`src/rtl/seq_scan_pkg.sv`:
```
// Shared types and constants for the word-level serial pattern scanner.
package seq_scan_pkg;

  typedef enum logic [1:0] {
    IDLE   = 2'd0,
    SHIFT  = 2'd1,
    REPORT = 2'd2
  } state_t;

  localparam int unsigned DEFAULT_PAT_W = 4;
  localparam logic [DEFAULT_PAT_W-1:0] DEFAULT_PAT = 4'b1011;

  // Width able to hold any count 0..word_w
  function automatic int unsigned cnt_width(input int unsigned word_w);
    return $clog2(word_w + 1);
  endfunction

endpackage

```
`src/rtl/seq_match_core.sv`:
```
// Serial overlapping Mealy matcher: keeps the last PAT_W-1 bits plus a fill
// counter so a match is only reported once PAT_W bits have been seen.
module seq_match_core
  import seq_scan_pkg::*;
#(
  parameter int unsigned PAT_W = DEFAULT_PAT_W,
  parameter logic [PAT_W-1:0] PAT = PAT_W'(DEFAULT_PAT)
) (
  input  logic clk,
  input  logic reset,
  input  logic en,
  input  logic clear,
  input  logic din,
  output logic match
);

  localparam int unsigned HIST_W = PAT_W - 1;
  localparam int unsigned FILL_W = $clog2(PAT_W);

  logic [HIST_W-1:0] hist;
  logic [FILL_W-1:0] fill;
  logic [PAT_W-1:0]  window;

  assign window = {hist, din};
  assign match  = en && (fill == FILL_W'(HIST_W)) && (window == PAT);

  // History shifts only while a word is being scanned; clear always wins
  always_ff @(posedge clk or posedge reset) begin
    if (reset) begin
      hist <= '0;
      fill <= '0;
    end else if (clear) begin
      hist <= '0;
      fill <= '0;
    end else if (en) begin
      hist <= window[HIST_W-1:0];
      if (fill != FILL_W'(HIST_W)) begin
        fill <= fill + FILL_W'(1);
      end
    end
  end

endmodule

```
`src/rtl/seq_scan_ctrl.sv`:
```
// Word-level controller: accepts a word, shifts it MSB-first through the
// matcher and reports the match count. Optional first_pos output: SEQSCAN_FIRSTPOS_EN.
module seq_scan_ctrl
  import seq_scan_pkg::*;
#(
  parameter int unsigned WORD_W = 16,
  parameter int unsigned PAT_W  = DEFAULT_PAT_W,
  parameter logic [PAT_W-1:0] PAT = PAT_W'(DEFAULT_PAT),
  parameter int unsigned CNT_W  = cnt_width(WORD_W)
) (
  input  logic              clk,
  input  logic              reset,
  input  logic              in_valid,
  output logic              in_ready,
  input  logic [WORD_W-1:0] in_word,
  input  logic              clear,
  output logic              in_bit,
  output logic              match,
  output logic              out_valid,
  input  logic              out_ready,
`ifdef SEQSCAN_FIRSTPOS_EN
  output logic [CNT_W-1:0]  first_pos,
`endif
  output logic [CNT_W-1:0]  match_count
);

  state_t            state;
  state_t            state_next;
  logic [WORD_W-1:0] word_q;
  logic [CNT_W-1:0]  idx;
  logic [CNT_W-1:0]  count;
  logic              accept;
  logic              shifting;

  assign accept      = in_valid && (state == IDLE);
  assign shifting    = (state == SHIFT);
  assign match_count = count;

  always_ff @(posedge clk or posedge reset) begin
    if (reset) begin
      state <= IDLE;
    end else begin
      state <= state_next;
    end
  end

  always_comb begin
    state_next = state;
    in_ready   = 1'b0;
    out_valid  = 1'b0;
    in_bit     = 1'b0;
    case (state)
      IDLE: begin
        in_ready = 1'b1;
        if (in_valid) begin
          state_next = SHIFT;
        end
      end
      SHIFT: begin
        in_bit = word_q[WORD_W-1];
        if (clear) begin
          state_next = IDLE;
        end else if (idx == '0) begin
          state_next = REPORT;
        end
      end
      REPORT: begin
        out_valid = 1'b1;
        if (out_ready) begin
          state_next = IDLE;
        end
      end
      default: state_next = IDLE;
    endcase
  end

  // Word is shifted left so the bit under test is always the MSB
  always_ff @(posedge clk or posedge reset) begin
    if (reset) begin
      word_q <= '0;
      idx    <= '0;
      count  <= '0;
    end else if (accept) begin
      word_q <= in_word;
      idx    <= CNT_W'(WORD_W - 1);
      count  <= '0;
    end else if (shifting) begin
      word_q <= word_q << 1;
      idx    <= idx - CNT_W'(1);
      if (match) begin
        count <= count + CNT_W'(1);
      end
    end
  end

`ifdef SEQSCAN_FIRSTPOS_EN
  // All-ones means no match yet; it can never be a real bit position
  always_ff @(posedge clk or posedge reset) begin
    if (reset) begin
      first_pos <= '1;
    end else if (accept) begin
      first_pos <= '1;
    end else if (shifting && match && (first_pos == '1)) begin
      first_pos <= CNT_W'(WORD_W - 1) - idx;
    end
  end
`endif

  seq_match_core #(
    .PAT_W (PAT_W),
    .PAT   (PAT)
  ) u_match (
    .clk   (clk),
    .reset (reset),
    .en    (shifting),
    .clear (clear),
    .din   (in_bit),
    .match (match)
  );

endmodule

```
`config.mk`:
```
export PLATFORM = sky130hd
export DESIGN_NAME = seq_scan_ctrl
export DESIGN_NICKNAME = d
export VERILOG_FILES = /design/src/rtl/seq_scan_pkg.sv /design/src/rtl/seq_match_core.sv /design/src/rtl/seq_scan_ctrl.sv
export SDC_FILE = /design/constraint.sdc
export NUM_CORES = 1
export LEC_CHECK = 0
export BUFFER_PORTS_ARGS = -buffer_cell sky130_fd_sc_hd__buf_2
export CORE_MARGIN = 5
export CORE_UTILIZATION = 53
export CTS_CLUSTER_SIZE = 10
export DETAILED_ROUTE_END_ITERATION = 6
export MAX_ROUTING_LAYER = met4
export PLACE_DENSITY_LB_ADDON = 0.08
export SYNTH_ARGS = -nofsm -noshare
export SYNTH_HDL_FRONTEND = slang
export SYNTH_SLANG_ARGS = --single-unit
```
`constraint.sdc`:
```
create_clock -name clk -period 2 [get_ports clk]
set_input_delay 0.2 -clock clk [delete_from_list [all_inputs] [get_ports clk]]
set_output_delay 0.2 -clock clk [all_outputs]
set_load 0.01 [all_outputs]
```
==> impl_results.md <==
* Outcome: finished, final reports clean
* Final setup TNS at 0 ns
* Worst Hold Path Cells at 3
* Commonest cells post-synth: nand2_1 (41), dfrtp_1 (33), a22oi_1 (15), a21oi_1 (10), inv_1 (7)
* Final Max Tran Viols at 0
* Post-synth EDFFs at 0
* Die height at 63.54 µm
* Post-synthesis instance total at 160
* Distinct cells, synth at 29
* Critical-path cell list: ha_1, nand4b_1, nor2_1, buf_2
* Diodes inserted at 0
* Post-route core utilization at 0.6388
* Wire length per cell at 13.73 µm
* GP Congestion at 0.7830
* CTS root buffer: clkbuf_4
* IO Pins at 30
* Top post-synthesis cells by area: dfrtp_1 (54%), nand2_1 (10%), a22oi_1 (7.4%)
* P_leak at 0.8963 nW
* Pwr Density at 869.1 nW/µm²
* Worst Path Arrival at 1.54 ns
* Reg2Reg Setup Slack at 0.30 ns
* Final worst path period need at 1.743 ns
* Residual DRC at 0
* Final nets at 216
* Final Skew at 0.005809 ns
* Avg Inst Size Synth at 9.493 µm²
* R2R cell count at 4
* Hold Path Origin: in_word[0]
* Max-Cap Viols at 0
* Hold Crit Class: input pin to register
* Worst Max-Slew Pin Slew at 0.4384 ns
* Syn nets at 184
* Final WL at 3061 µm
* Vias at 1265
* Drt via density at 5.673
* CTS tree: built
* ANT nets after route at 0
* Die W at 63.54 µm
* Final Setup Violations at 0
* Final Non-Filler Cells at 223
* Die area at 4037 µm²
* CP max stage delay at 0.38 ns
* Synthesized cell area at 1519 µm²
* Gr usage total at 0.1780
* Top_reg_cell synth: dfrtp_1
* # rows at 19
* CP delay by family, top: simple AND/OR/NAND/NOR gates
* Post-synthesis sequential area ratio at 0.5437
* Ys async rst share at 1.000
* Slowest cell on crit path: dfrtp_1
* Largest voltage drop on the vdd net at 0.6280 mV
* CTS resizes at 0
* CP Buf/Inv Count at 1
* Hold Path End: word_q[0]
* DP Cell Count at 215
* Clock Sinks at 33
* Crit path capture type: output port
* Unrepaired setup endpoints after global routing: no
* Placement Setup Slack at 0.3095 ns
* Reg-to-Reg End: match_count[3]
* Initial antenna violation count at 0
* Synth Register Bits at 33
* Count leader, synth: nand2_1
* Htree depth at 2
* CTS Buf Count at 5
* Placeable Area at 2758 µm²
* Grt ovf at 0
* Initial core utilization at 0.5508
* Clk buf depth at 2
* Largest net degree at the start of global routing at 34
* Synth top area share at 0.5437
* Tcrit/Tclk final at 0.8714
* Drt first-iter violations at 113
* PnR worst setup slack at 0.2573 ns
* Number of warnings issued by yosys at 0
* Fraction of layout cells with a size suffix above 1 at 0.2135
* Worst Hold Slack at 0.07744 ns
* DP HPWL at 2139 µm
* Critical setup path kind: register to output port
* Final Hold Viols at 0
* Peak Freq at 573.8 MHz
* Reg-to-reg startpoint: u_match.fill[0]
* Vias in the first global route at 1282
* Startpoint Class: register
* Relative slew margins at 0.7077
* Clock Latency Late Sink at 0.32 ns
* Buffers on Ports at 29
* First-pass GRT wire length at 5520 µm
* Register clock-pin slew on the reported worst setup and hold paths at 0.10 ns
* Crit path launch: u_match.fill[0]
* P&R area growth vs syn at 15.98%
* Req. time, crit path at 1.80 ns
* CP max FO at 11
* Cell taking the most area after synthesis: dfrtp_1
* 1st-pass router iterations at 5
## layout by cell type (no fill, tap or decap), types with 2 or more instances in the layout
cell type,n
a21oi_1,10
a22o_1,2
a22oi_1,15
and3_1,2
buf_2,29
buf_4,4
clkbuf_4,5
dfrtp_1,33
ha_1,3
inv_1,7
nand2_1,41
nand3_1,4
nor2_1,5
nor2b_1,3
nor3b_1,2
o21ai_0,5
o21bai_1,2
o31ai_1,3
or4_1,2
## power by group
| part | switching [W] | total, W | internal, W | leakage (nW) |
|---|---|---|---|---|
| clock network | 0.000205 | 0.000371 | 0.000166 | 0.0314 |
| logic | 0.000177 | 0.000305 | 0.000128 | 0.446 |
| registers | 0.0000750 | 0.000855 | 0.000780 | 0.419 |
| total | 0.000457 | 0.00153 | 0.00107 | 0.896 |
## stage by stage
step	power, W	instance area, µm²
2_1_floorplan	0.001075	1519
3_3_place_gp	0.001155	1697
3_5_place_dp	0.001176	1697
4_1_cts	0.001551	1762
5_1_grt	0.001650	1762
6_report	0.001531	1762
## kinds of logic after synthesis
family	count (synthesis)	synth area share
AO/OA/AOI/OAI	40	0.1763
XOR/XNOR	1	0.005767
adder cells (fa/ha/maj)	3	0.02471
buffers and inverters	16	0.04448
flip-flops	33	0.5437
AND/OR/NAND/NOR	67	0.2051
## worst min-delay path, cell delays in order
cell and delay, ns:
buf_2 0.08, nand2_1 0.04, nand2_1 0.04
## layer usage
layer / wire [µm] / vias up / track usage / share of wire
li1: - / 622 / - / -
met1: 1394 / 604 / 0.2235 / 0.46
met2: 1431 / 32 / 0.2741 / 0.47
met3: 178 / 7 / 0.04618 / 0.058
met4: 57 / 0 / 0.07013 / 0.019
met5: 0 / - / - / 0
## repair_timing
action                    4_1_cts  5_1_grt
hold endpoints to repair       33        0
buffers inserted                0        0
hold buffers                    1        0
## worst max path at each step
stage | to | cells after the start
after floorplan | match_count[4] | 5
after global placement | match_count[4] | 3
after detailed placement | match_count[3] | 3
after CTS | match | 3
after global routing | match | 4
final | match | 4
## sequential cells by signal, summed over array words and instances (netlist names)
name	cells
match_count	5
state	2
u_match.hist	3
u_match.fill	2
word_q	16
idx	5
## final cells by class
cell class | count | area [µm²]
inverters | 7 | 26.28
multi-input cells | 111 | 630.6
flip-flops and latches | 33 | 825.8
fillers | 241 | 996.0
repair buffers | 34 | 185.2
clock buffers | 7 | 55.05
well taps | 31 | 38.79
(Power assumes the default switching activity.)
